File: src/rtl/frame_loader_s1_pkg.sv
// Shared types and geometry for the stage-1 frame loader.
// The frame buffer address is channel-planar: {cha, row, col}.
package ipd_frame_pkg;

  localparam int ROWS        = 8;
  localparam int COLS        = 8;
  localparam int CHANNELS    = 3;
  localparam int FRAME_BYTES = ROWS * COLS * CHANNELS;
  localparam int ROW_W       = 3;
  localparam int COL_W       = 3;
  localparam int CHA_W       = 2;
  localparam int DATA_W      = 8;
  localparam int ADDR_W      = 8;

  // Field order matches the stage-2 read-side address split.
  typedef struct packed {
    logic [CHA_W-1:0] cha;
    logic [ROW_W-1:0] row;
    logic [COL_W-1:0] col;
  } pix_addr_t;

  typedef enum logic [1:0] {
    LOAD,
    DONE,
    RELEASE
  } loader_state_t;

endpackage

File: src/rtl/frame_loader_s1_if.sv
// Byte-stream input and frame-buffer write port B of the stage-1 loader.
interface frame_loader_s1_if;
  import ipd_frame_pkg::*;

  logic [DATA_W-1:0] in_data;
  logic              in_valid;
  logic              in_sof;
  logic              in_ready;
  logic              we_b;
  logic [ADDR_W-1:0] dir_B;
  logic [DATA_W-1:0] din_B;

  modport master (
    output in_data, in_valid, in_sof,
    input  in_ready, we_b, dir_B, din_B
  );

  modport slave (
    input  in_data, in_valid, in_sof,
    output in_ready, we_b, dir_B, din_B
  );

endinterface

File: src/rtl/frame_loader_s1_pixel_addr_counter.sv
// Channel-fastest pixel address counter: cha 0..2, then col, then row.
// restart loads the position that follows pixel (0,0) channel R.
module pixel_addr_counter
  import ipd_frame_pkg::*;
(
  input  logic      clk,
  input  logic      reset,
  input  logic      clear,
  input  logic      restart,
  input  logic      step,
  output pix_addr_t addr,
  output logic      last,
  output logic      is_zero
);

  localparam logic [ADDR_W-1:0] RC_MASK = ADDR_W'((1 << (ROW_W + COL_W)) - 1);

  pix_addr_t         addr_q, addr_d;
  logic [ADDR_W-1:0] rc_inc;

  always_comb begin
    rc_inc = {{(ADDR_W - ROW_W - COL_W){1'b0}}, addr_q.row, addr_q.col} + ADDR_W'(1);
    addr_d = addr_q;
    if (clear) begin
      addr_d = '0;
    end else if (restart) begin
      addr_d     = '0;
      addr_d.cha = CHA_W'(1);
    end else if (step) begin
      // Masking the {row,col} carry keeps the final wrap at cha=0 instead of cha=1.
      if (addr_q.cha == CHA_W'(CHANNELS - 1)) begin
        addr_d = pix_addr_t'(rc_inc & RC_MASK);
      end else begin
        addr_d.cha = addr_q.cha + CHA_W'(1);
      end
    end
  end

  always_ff @(posedge clk or negedge reset) begin
    if (!reset) begin
      addr_q <= '0;
    end else begin
      addr_q <= addr_d;
    end
  end

  assign addr    = addr_q;
  assign last    = (addr_q.cha == CHA_W'(CHANNELS - 1)) &&
                   (addr_q.row == ROW_W'(ROWS - 1)) &&
                   (addr_q.col == COL_W'(COLS - 1));
  assign is_zero = (addr_q == '0);

endmodule

File: src/rtl/frame_loader_s1.sv
// Stage-1 loader: writes an RGB-interleaved byte stream channel-planar into the
// shared frame buffer, then holds the frame until stage 2 hands it back.
module frame_loader_s1
  import ipd_frame_pkg::*;
(
  input  logic                clk,
  input  logic                reset,
  frame_loader_s1_if.slave    bus,
  output logic                data_done,
  input  logic                data_rdy,
  output logic                sync_err,
  output logic [7:0]          frame_cnt
);

  loader_state_t state_q, state_d;

  logic      in_ready;
  logic      beat;
  logic      write;
  logic      frame_end;
  logic      framing_bad;
  logic      cnt_clear;
  logic      cnt_restart;
  logic      cnt_step;
  pix_addr_t cnt_addr;
  pix_addr_t wr_addr;
  logic      cnt_last;
  logic      cnt_zero;

  logic              we_q, we_d;
  logic [ADDR_W-1:0] dir_q, dir_d;
  logic [DATA_W-1:0] din_q, din_d;
  logic              done_q, done_d;
  logic              sync_q, sync_d;
  logic [7:0]        fcnt_q, fcnt_d;

  pixel_addr_counter u_cnt (
    .clk     (clk),
    .reset   (reset),
    .clear   (cnt_clear),
    .restart (cnt_restart),
    .step    (cnt_step),
    .addr    (cnt_addr),
    .last    (cnt_last),
    .is_zero (cnt_zero)
  );

  always_ff @(posedge clk or negedge reset) begin
    if (!reset) begin
      state_q <= LOAD;
    end else begin
      state_q <= state_d;
    end
  end

  always_comb begin
    state_d = state_q;
    unique case (state_q)
      LOAD:    if (frame_end) state_d = DONE;
      DONE:    if (data_rdy)  state_d = RELEASE;
      RELEASE: if (!data_rdy) state_d = LOAD;
      default: state_d = LOAD;
    endcase
  end

  // A sof beat always lands at 0x00; a non-sof beat at counters==0 is dropped.
  always_comb begin
    in_ready    = (state_q == LOAD);
    beat        = bus.in_valid & in_ready;
    write       = beat & (bus.in_sof | ~cnt_zero);
    wr_addr     = bus.in_sof ? pix_addr_t'('0) : cnt_addr;
    cnt_clear   = (state_q != LOAD);
    cnt_restart = beat & bus.in_sof;
    cnt_step    = beat & ~bus.in_sof & ~cnt_zero;
    frame_end   = cnt_step & cnt_last;
    framing_bad = beat & (bus.in_sof ^ cnt_zero);
  end

  // data_done rises one edge after DONE entry, so it never precedes the final write.
  always_comb begin
    we_d   = write;
    dir_d  = write ? ADDR_W'(wr_addr) : dir_q;
    din_d  = write ? bus.in_data : din_q;
    done_d = (state_q == DONE) & ~(data_rdy & done_q);
    sync_d = framing_bad;
    fcnt_d = fcnt_q + {7'd0, (state_q == DONE) & ~done_q};
  end

  always_ff @(posedge clk or negedge reset) begin
    if (!reset) begin
      we_q   <= 1'b0;
      dir_q  <= '0;
      din_q  <= '0;
      done_q <= 1'b0;
      sync_q <= 1'b0;
      fcnt_q <= '0;
    end else begin
      we_q   <= we_d;
      dir_q  <= dir_d;
      din_q  <= din_d;
      done_q <= done_d;
      sync_q <= sync_d;
      fcnt_q <= fcnt_d;
    end
  end

  assign bus.in_ready = in_ready;
  assign bus.we_b     = we_q;
  assign bus.dir_B    = dir_q;
  assign bus.din_B    = din_q;
  assign data_done    = done_q;
  assign sync_err     = sync_q;
  assign frame_cnt    = fcnt_q;

endmodule
File: src/flat_wrapper.sv
// flat-port wrapper written by rule: the top's interface ports become plain ports
module frame_loader_s1_flat import ipd_frame_pkg::*;
  (clk, reset, data_done, data_rdy, sync_err, frame_cnt, bus_in_data, bus_in_valid, bus_in_sof, bus_in_ready, bus_we_b, bus_dir_B, bus_din_B);
  frame_loader_s1_if bus_i ();
  input  logic clk;
  input  logic reset;
  output logic data_done;
  input  logic data_rdy;
  output logic sync_err;
  output logic [7:0] frame_cnt;
  input wire logic [$bits(bus_i.in_data)-1:0] bus_in_data;
  input wire logic [$bits(bus_i.in_valid)-1:0] bus_in_valid;
  input wire logic [$bits(bus_i.in_sof)-1:0] bus_in_sof;
  output wire logic [$bits(bus_i.in_ready)-1:0] bus_in_ready;
  output wire logic [$bits(bus_i.we_b)-1:0] bus_we_b;
  output wire logic [$bits(bus_i.dir_B)-1:0] bus_dir_B;
  output wire logic [$bits(bus_i.din_B)-1:0] bus_din_B;
  assign bus_i.in_data = bus_in_data;
  assign bus_i.in_valid = bus_in_valid;
  assign bus_i.in_sof = bus_in_sof;
  assign bus_in_ready = bus_i.in_ready;
  assign bus_we_b = bus_i.we_b;
  assign bus_dir_B = bus_i.dir_B;
  assign bus_din_B = bus_i.din_B;
  frame_loader_s1 u_core (.clk(clk), .reset(reset), .bus(bus_i), .data_done(data_done), .data_rdy(data_rdy), .sync_err(sync_err), .frame_cnt(frame_cnt));
endmodule
File: config.mk
export PLATFORM = sky130hd
export DESIGN_NAME = frame_loader_s1_flat
export DESIGN_NICKNAME = d
export VERILOG_FILES = /design/src/rtl/frame_loader_s1_pkg.sv /design/src/rtl/frame_loader_s1_if.sv /design/src/rtl/frame_loader_s1_pixel_addr_counter.sv /design/src/rtl/frame_loader_s1.sv /design/src/flat_wrapper.sv
export SDC_FILE = /design/constraint.sdc
export NUM_CORES = 1
export LEC_CHECK = 0
export ABC_AREA = 1
export ABC_CLOCK_PERIOD_IN_PS = 2000
export BUFFER_PORTS_ARGS = -buffer_cell sky130_fd_sc_hd__buf_2
export CAP_MARGIN = 10
export CORE_MARGIN = 2
export CORE_UTILIZATION = 55
export CTS_BUF_LIST = sky130_fd_sc_hd__clkbuf_8
export CTS_CLUSTER_DIAMETER = 150
export DETAILED_ROUTE_END_ITERATION = 10
export PLACE_DENSITY = 0.82
export SLEW_MARGIN = 15
export SYNTH_ARGS = -nofsm -noshare
export SYNTH_HDL_FRONTEND = slang
export SYNTH_SLANG_ARGS = --single-unit
export TNS_END_PERCENT = 30
File: constraint.sdc
create_clock -name clk -period 2 [get_ports clk]
set_input_delay 0.3 -clock clk [delete_from_list [all_inputs] [get_ports clk]]
set_output_delay 0.3 -clock clk [all_outputs]
set_load 0.005 [all_outputs]
==> results of run 1 <==
-- per-layer routing --
metal	vias up	routed length (um)	GRT usage [%]
met2	57	1742	36.49
met3	7	254	6.926
met1	643	1405	24.96
met4	0	53	9.206
met5	-	0	0
li1	686	-	-
-- cell type report --
type | instances | area [um2] | share of cell area (%)
multi-input combinational | 130 | 713.2 | 34.19
clock buffer | 5 | 68.82 | 3.299
sequential | 37 | 925.9 | 44.39
tap | 33 | 41.29 | 1.980
inverter | 15 | 60.06 | 2.879
clock inverter | 3 | 68.82 | 3.299
timing repair buffer | 41 | 207.7 | 9.958
-- synthesized netlist by cell type (2+ instances only) --
| master | instances | area, um2 |
|---|---|---|
| inv_1 | 12 | 45.04 |
| dfrtp_1 | 37 | 925.9 |
| nand2_4 | 4 | 45.04 |
| xnor2_1 | 3 | 26.28 |
| buf_2 | 2 | 10.01 |
| nand3_1 | 15 | 75.07 |
| o21ai_0 | 2 | 10.01 |
| a21oi_1 | 2 | 10.01 |
| ha_1 | 6 | 75.07 |
| xor2_1 | 3 | 26.28 |
| nand2_1 | 59 | 221.5 |
| o31ai_1 | 8 | 60.06 |
| nor2_1 | 17 | 63.81 |
| nand4_1 | 4 | 25.02 |
-- through the flow --
step | hold slack [ns] | setup WS (ns) | total power, mW
2_1_floorplan | 0.004409 | 0.3155 | 1.333
3_3_place_gp | 0.4231 | 0.4080 | 1.526
3_5_place_dp | 0.4203 | 0.3223 | 1.549
4_1_cts | 0.1048 | 0.2783 | 2.336
5_1_grt | 0.1338 | 0.1016 | 2.472
6_report | 0.07724 | 0.2994 | 2.319
-- logic make-up after synthesis --
| kind of cell | after synthesis | synth area share, % |
|---|---|---|
| AOI/OAI and AO/OA | 15 | 5.818 |
| xor gates and xnor gates | 6 | 3.055 |
| adders and majority gates | 6 | 4.364 |
| buffers and inverters | 18 | 4.727 |
| DFF | 37 | 53.82 |
| and+or+nand+nor | 103 | 28.22 |
-- registers in the layout (all words and copies together) (netlist names) --
register	cells
u_core.bus.din_B	8
u_core.frame_cnt	8
u_core.u_cnt.addr	8
u_core.state_q	2
u_core.bus.we_b	1
u_core.bus.dir_B	8
u_core.data_done	1
u_core.sync_err	1
-- path summary, 6_finish.rpt --
path                                                         to  slack, ns  cells past startpoint                              from
worst max-delay path            u_core.bus.dir_B[7]$_DFFE_PN0P_       0.30                      9  u_core.u_cnt.addr[0]$_DFFE_PN0P_
worst min-delay path              u_core.frame_cnt[5]$_DFF_PN0_       0.08                      1                             reset
worst max register to register  u_core.bus.dir_B[7]$_DFFE_PN0P_       0.30                      9  u_core.u_cnt.addr[0]$_DFFE_PN0P_
worst min register to register       u_core.data_done$_DFF_PN0_       0.46                      1        u_core.data_done$_DFF_PN0_
max in group asynchronous         u_core.state_q[1]$_DFFE_PN0P_       1.43                      1                             reset
min in group clk                     u_core.data_done$_DFF_PN0_       0.21                      2                          data_rdy
-- where the power goes --
group	internal, mW	leakage [nW]	switching [mW]
Clock	0.502	0.0687	0.278
Sequential	0.876	0.495	0.0781
Combinational	0.219	0.618	0.366
Total	1.60	1.18	0.722
==> flow_summary.ini, run 1 <==
[run_status]
status = complete, no violations

[logic_synthesis]
synth.avg_cell_area_um2 = 9.299
synth_cells = 185
synth_fp_nets = 204
syn_area_mm2 = 0.001720
yosysWarnings = 0
async_reset_ff_share_pct = 100.0
ys_seq_area_share_pct = 53.82
synth_cell_types = 25
synth-edff-count = 0
ys_seq_elements = 37
synth_flop_cell = dfrtp_1

[floorplanning]
initial_core_util_pct = 57.29
core-area_mm2 = 0.003003
row_count = 20
io_pins = 41
die_y_um = 59.93
die-area_mm2 = 0.003592
die_w_um = 59.93

[placed_design]
dpl_cell_area_mm2 = 0.001948
dp_hpwl_mm = 2.557
io_buffer_count = 40
dp_cells = 256
routabilityCongestion = 0.8531

[critical_path]
cp.arrival_ns = 1.90
cpMaxStageDelayCell = dfrtp_1
cp_slowest_stage_delay_ns = 0.43
worstSetupPathType = flip-flop to flip-flop
cp-end-kind = flip-flop
cp_max_fo = 16
path_delay_family = adder cells
worst_setup_path_start_kind = flip-flop
critPathBufInv = 2
required_ns = 2.20
crit_chain = inv_1 > ha_1 > nand2_1 > nor2_1 > ha_1 > nor2_8 > inv_4 > nand2_1 > o31ai_1

[clocking]
numCtsBuffers = 5
cts_tree = built
cts_max_level = 2
clkTransAtPathRegs_ns = 0.08
holdBufCountCts = 0
cts_max_path_buffers = 2
cts_resized = 0
cts_sinks = 37
postCtsSetupBuffers = 0
clk_latency_ns = 0.29
root_buffer = clkbuf_8

[final_layout]
layout_commonest_cell = nand2_1
fin_cells = 264
synthToLayoutAreaGrowth_pct = 21.24
antennaDiodeCount = 0
layout_common_cells = nand2_1, buf_2, dfrtp_1
drive_above_1_share_pct = 26.41
nNetsFinal = 249
filler_cell_count = 225
post-route-util_pct = 69.46
final_cell_area_mm2 = 0.002086

[drt]
route.detailed.drc = 0
wl_per_cell_um = 13.09
dr.pass1.iters = 4
ant_nets = 0
vias = 1393
viasPerCell = 5.277
drtIter0Drc = 89
routed_wl_mm = 3.456

[timing]
rsz0062_at_grt = false
worst_pin_slew_ns = 0.7777
slew_headroom_pct = 48.15
fin_crit_ns = 1.701
fmax_mhz = 588.0
fin_skew_ns = 0.004904
period_share_pct = 85.03
finalHoldViolCount = 0
maxSlewViolCount = 0
setup_viol_count_final = 0
setup_tns_ns = 0

[power_and_ir_drop]
p_per_area_mw_per_mm2 = 1112
leakagePower_nw = 1.182
vdd_drop_max_mv = 0.5400

[grt]
grt_pass1_vias = 1310
grt_pass1_wl_mm = 5.664
grt_max_degree = 38
antenna_found_initial = 0
overflow = 0
grt_use_total_pct = 21.57

[min_path]
hp-class = primary input to asynchronous set/reset pin

[job]
maxCapViolCount = 0
(Power assumes the default switching activity.)
==> inputs of run 2 (changes only) <==
ABC_CLOCK_PERIOD_IN_PS = 1650   (was 2000)
clock period = 1.65 ns   (was 2 ns; I/O delays follow)
==> run 2 against run 1 <==
Net effect:
- critical endpoint is now u_core.u_cnt.addr[3]$_DFFE_PN0P_
- critical path type unchanged
- fmax rose by 8.8%
- die area did not move
- highest routed layer unchanged
- register-to-register slack got worse by 0.21 ns
- clock-buffer cell count rose by 1
- first-iteration DRC count fell by 12%
- combinational power rose by 37%
- final area rose by 4.6%
- largest power group unchanged
==> flow_summary.ini, run 2 (synthesis gave the netlist of run 1 again) <==
[run_status]
status = complete, no violations

[final_layout]
drive_above_1_share_pct = 30.83
nNetsFinal = 258
multi_input_area_um2 = 740.7
seq_area_um2 = 925.9
final_cell_area_mm2 = 0.002181
synthToLayoutAreaGrowth_pct = 26.76
layout_common_cells = nand2_1, buf_2, dfrtp_1
antennaDiodeCount = 0
filler_cell_count = 211
layout_commonest_cell = nand2_1

[timing]
worst_slack_ns = 0.08646
finalHoldViolCount = 0
setup_viol_count_final = 0
fmax_mhz = 639.6
period_share_pct = 94.76
worst_pin_slew_ns = 0.4207
maxSlewViolCount = 0
slew_headroom_pct = 71.96
fin_skew_ns = 0.005806
fin_crit_ns = 1.564
rsz0062_at_grt = true

[critical_path]
required_ns = 1.82
timing.rr.start = u_core.state_q[0]$_DFFE_PN0P_
ff2ff_setup_slack_ns = 0.09
reg2regPathDepth = 9
worst_setup_path_start_kind = flip-flop
cp_max_fo = 10
r2r_end = u_core.u_cnt.addr[3]$_DFFE_PN0P_
cp-end-kind = flip-flop
cp.arrival_ns = 1.74
worstSetupPathType = flip-flop to flip-flop

[floorplanning]
initial_core_util_pct = 57.29
die_w_um = 59.93
io_pins = 41
die_y_um = 59.93
core-area_mm2 = 0.003003
die-area_mm2 = 0.003592
row_count = 20

[placed_design]
dp_worst_setup_slack_ns = 0.05683
io_buffer_count = 40
routabilityCongestion = 0.9185
dpl_cell_area_mm2 = 0.002006
dp_hpwl_mm = 2.549

[clocking]
numCtsBuffers = 5
cts_tree = built
cts_max_level = 2
clkTransAtPathRegs_ns = 0.07
root_buffer = clkbuf_8
cts_sinks = 37
clk_latency_ns = 0.29
cts_max_path_buffers = 2

[drt]
routed_wl_mm = 3.507
drtIter0Drc = 78
wl_per_cell_um = 12.85
viasPerCell = 5.242
route.detailed.drc = 0
ant_nets = 0
dr.pass1.iters = 4
vias = 1431

[min_path]
hp-class = primary input to flip-flop
min_to = u_core.bus.din_B[7]$_DFFE_PN0P_
worstHoldPathCells = 3
hold_start = bus_in_data[7]

[job]
maxCapViolCount = 0

[power_and_ir_drop]
p_per_area_mw_per_mm2 = 1257
leakagePower_nw = 1.217
vdd_drop_max_mv = 0.9806

[grt]
grt_use_met3_pct = 3.896
grt_use_total_pct = 21.74
grt_busiest_layer = met2
grt_max_degree = 21
use_met2_pct = 35.09
antenna_found_initial = 0
overflow = 0
grt_pass1_vias = 1330
grt_pass1_wl_mm = 5.727
met1_usage_pct = 27.13
[run 2: repair_timing]
item,4_1_cts,5_1_grt
hold buffers,1,0
buffers inserted,0,2
endpoints found under the hold margin,17,0
pin swaps,0,1
resized for setup,1,7
endpoints found under the setup margin,1,18
[run 2: per-stage QoR]
stage / hold slack, ns / utilization (%) / power, mW / cells / TNS, ns
final: 0.1597 / 72.63 / 2.741 / 273 / 0
after global routing: 0.1567 / 72.63 / 2.926 / 273 / -0.08028
after CTS: 0.1545 / 71.21 / 2.703 / 271 / 0
after detailed placement: 0.2046 / 66.79 / 1.894 / 262 / 0
after global placement: 0.2062 / 66.79 / 1.872 / 262 / 0
after floorplan: -0.04809 / - / 1.621 / 185 / 0
[run 2: layer usage]
metal	up-vias	part of all wire, %	wire (um)
met4	0	2.4	83
met5	-	0	0
met2	43	50	1737
li1	708	-	-
met3	7	4.6	161
met1	673	43	1524
[run 2: cell type report]
type | count | area share, %
tap | 33 | 1.893
inverter | 15 | 2.869
clock buffer | 6 | 3.787
clock inverter | 2 | 1.721
sequential | 37 | 42.46
multi-input combinational | 130 | 33.96
timing repair buffer | 50 | 13.31
[run 2: worst max path at each step]
stage                                                start                          endpoint  depth (start not counted)
after floorplan           u_core.u_cnt.addr[0]$_DFFE_PN0P_   u_core.bus.dir_B[6]$_DFFE_PN0P_                         11
after global placement    u_core.u_cnt.addr[0]$_DFFE_PN0P_   u_core.bus.dir_B[0]$_DFFE_PN0P_                          9
after detailed placement  u_core.u_cnt.addr[0]$_DFFE_PN0P_   u_core.bus.dir_B[5]$_DFFE_PN0P_                          9
after CTS                 u_core.u_cnt.addr[0]$_DFFE_PN0P_   u_core.bus.dir_B[5]$_DFFE_PN0P_                          9
after global routing         u_core.state_q[0]$_DFFE_PN0P_     u_core.frame_cnt[6]$_DFF_PN0_                          9
final                        u_core.state_q[0]$_DFFE_PN0P_  u_core.u_cnt.addr[3]$_DFFE_PN0P_                          9
[run 2: critical path, stage by stage, from the launching register on]
cell and delay (ns):
dfrtp_1 0.39, buf_4 0.15, nor2_4 0.24, nand3_4 0.18, clkinv_2 0.12, nand2_4 0.08, nand2_4 0.10, nand2_4 0.07
nand2_1 0.06, nand2_1 0.05
[run 2: where the power goes]
group / internal, mW / leakage (nW) / switching [mW] / total (mW)
combinational: 0.319 / 0.665 / 0.482 / 0.801
clock: 0.491 / 0.0574 / 0.308 / 0.799
sequential: 1.06 / 0.495 / 0.0789 / 1.14
total: 1.87 / 1.22 / 0.869 / 2.74
==> inputs of run 3 (changes only) <==
CORE_UTILIZATION = 45   (was 55)
PLACE_DENSITY = 0.69   (was 0.82)
==> run 3 against run 2 <==
Net effect:
- sequential power barely moved
- critical endpoint is now u_core.frame_cnt[7]$_DFF_PN0_
- register-to-register slack improved by 0.04 ns
- highest routed layer unchanged
- the flow now finishes with violations (hold timing)
- critical path depth fell by 1
==> flow_summary.ini, run 3 (synthesis gave the netlist of run 1 again) <==
[drt]
vias = 1398
wl_per_cell_um = 11.84
viasPerCell = 4.888
routed_wl_mm = 3.386
ant_nets = 0
dr.pass1.iters = 4
route.detailed.drc = 0
drtIter0Drc = 89

[power_and_ir_drop]
clkPwrFrac_pct = 23.7
internal_power_mw = 1.644
swShare_pct = 33.69
p_switching_uw = 835.1
p_per_area_mw_per_mm2 = 1163
sequentialPowerShare_pct = 46.2
vdd_drop_max_mv = 0.4589
comb_power_share_pct = 30.1
total_power_mw = 2.479
leakagePower_nw = 1.192

[clocking]
numCtsBuffers = 5
cts_sinks = 37
clk_latency_ns = 0.28
cts_tree = built
cts_max_path_buffers = 2
holdBufCountCts = 0
cts_max_level = 2
root_buffer = clkbuf_8
clkTransAtPathRegs_ns = 0.07

[final_layout]
fin_cells = 286
drive_above_1_share_pct = 30.67
layout_commonest_cell = nand2_1
synthToLayoutAreaGrowth_pct = 23.93
nNetsFinal = 256
antennaDiodeCount = 0
layout_common_cells = nand2_1, buf_2, dfrtp_1

[critical_path]
crit_chain = nor2_1 > inv_1 > nor2_2 > ha_2 > nand3_1 > nor2_2 > nand3_1 > xnor2_1
cp_slowest_stage_delay_ns = 0.41
cpMaxStageDelayCell = dfrtp_1
worstSetupPathType = flip-flop to flip-flop
ff2ff_setup_slack_ns = 0.13
cp.arrival_ns = 1.69
required_ns = 1.82
worst_setup_path_start_kind = flip-flop
cp-end-kind = flip-flop
cp_max_fo = 3

[timing]
fin_skew_ns = 0.004938
fin_crit_ns = 1.520
maxSlewViolCount = 0
fmax_mhz = 658.0
slew_headroom_pct = 69.21
whs_ns = -0.001089
period_share_pct = 92.11
setup_viol_count_final = 0
finalHoldViolCount = 2
worst_pin_slew_ns = 0.4619

[grt]
overflow = 0
grt_pass1_wl_mm = 5.623
grt_pass1_vias = 1318
grt_use_total_pct = 17.29
antenna_found_initial = 0
grt_max_degree = 38

[floorplanning]
core-area_mm2 = 0.003661
initial_core_util_pct = 46.99
io_pins = 41
die-area_mm2 = 0.004334
die_y_um = 65.83
row_count = 22
die_w_um = 65.83

[placed_design]
routabilityCongestion = 0.8667
dp_cells = 277
dp_hpwl_mm = 2.525
io_buffer_count = 40

[job]
maxCapViolCount = 0

[run_status]
violations = hold timing
status = complete, but fails checks

[min_path]
hp-class = primary input to asynchronous set/reset pin
-- run 3: worst max-delay path: cells and delay by family (launching register included) --
family	cells	cell delay, ns
DFF	1	0.41
xor gates and xnor gates	1	0.13
adders and majority gates	1	0.20
buffers and inverters	1	0.08
and+or+nand+nor	5	0.58
-- run 3: cell type report --
type,count,area (um2)
Tap cell,48,60.06
Timing Repair Buffer,48,260.3
Inverter,15,65.06
Clock buffer,5,68.82
Multi-Input combinational cell,130,738.2
Sequential cell,37,925.9
Fill cell,311,1529
Clock inverter,3,13.76
-- run 3: final timing paths --
kind | end | from | cells past startpoint
max | u_core.frame_cnt[7]$_DFF_PN0_ | u_core.state_q[1]$_DFFE_PN0P_ | 8
min | u_core.frame_cnt[7]$_DFF_PN0_ | reset | 2
max reg2reg | u_core.frame_cnt[7]$_DFF_PN0_ | u_core.state_q[1]$_DFFE_PN0P_ | 8
min reg2reg | u_core.state_q[1]$_DFFE_PN0P_ | u_core.state_q[0]$_DFFE_PN0P_ | 1
max in group asynchronous | u_core.u_cnt.addr[3]$_DFFE_PN0P_ | reset | 2
min in group clk | u_core.bus.din_B[1]$_DFFE_PN0P_ | bus_in_data[1] | 3
-- run 3: metrics by stage --
| stage | utilization [%] | setup WS [ns] | TNS [ns] | area [um2] |
|---|---|---|---|---|
| final | 58.24 | 0.1302 | 0 | 2132 |
| after global placement | 54.96 | 0.1326 | 0 | 2012 |
| after detailed placement | 54.96 | 0.08453 | 0 | 2012 |
| after global routing | 58.24 | -0.01268 | -0.01268 | 2132 |
| after floorplan | - | 0.01132 | 0 | 1723 |
| after CTS | 57.21 | 0.05380 | 0 | 2095 |
-- run 3: metal layers --
metal,up-vias,wire length (um),share of wire [%],track usage (%)
li1,707,-,-,-
met1,647,1506,44,20.44
met2,38,1607,47,29.55
met3,6,195,5.8,4.770
met4,0,76,2.2,7.031
met5,-,0,0,0
-- run 3: power by group through the flow --
stage	Sequential, mW	Clock, mW	Combinational [mW]
floorplan	1.18	0	0.444
global placement	1.16	0	0.719
detailed placement	1.16	0	0.725
CTS	1.15	0.614	0.731
global route	1.16	0.652	0.850
finish	1.15	0.587	0.746
-- run 3: what timing repair did --
item | CTS | global route
resized for setup | 0 | 9
setup buffers | 0 | 1
setup endpoints to repair | 0 | 18
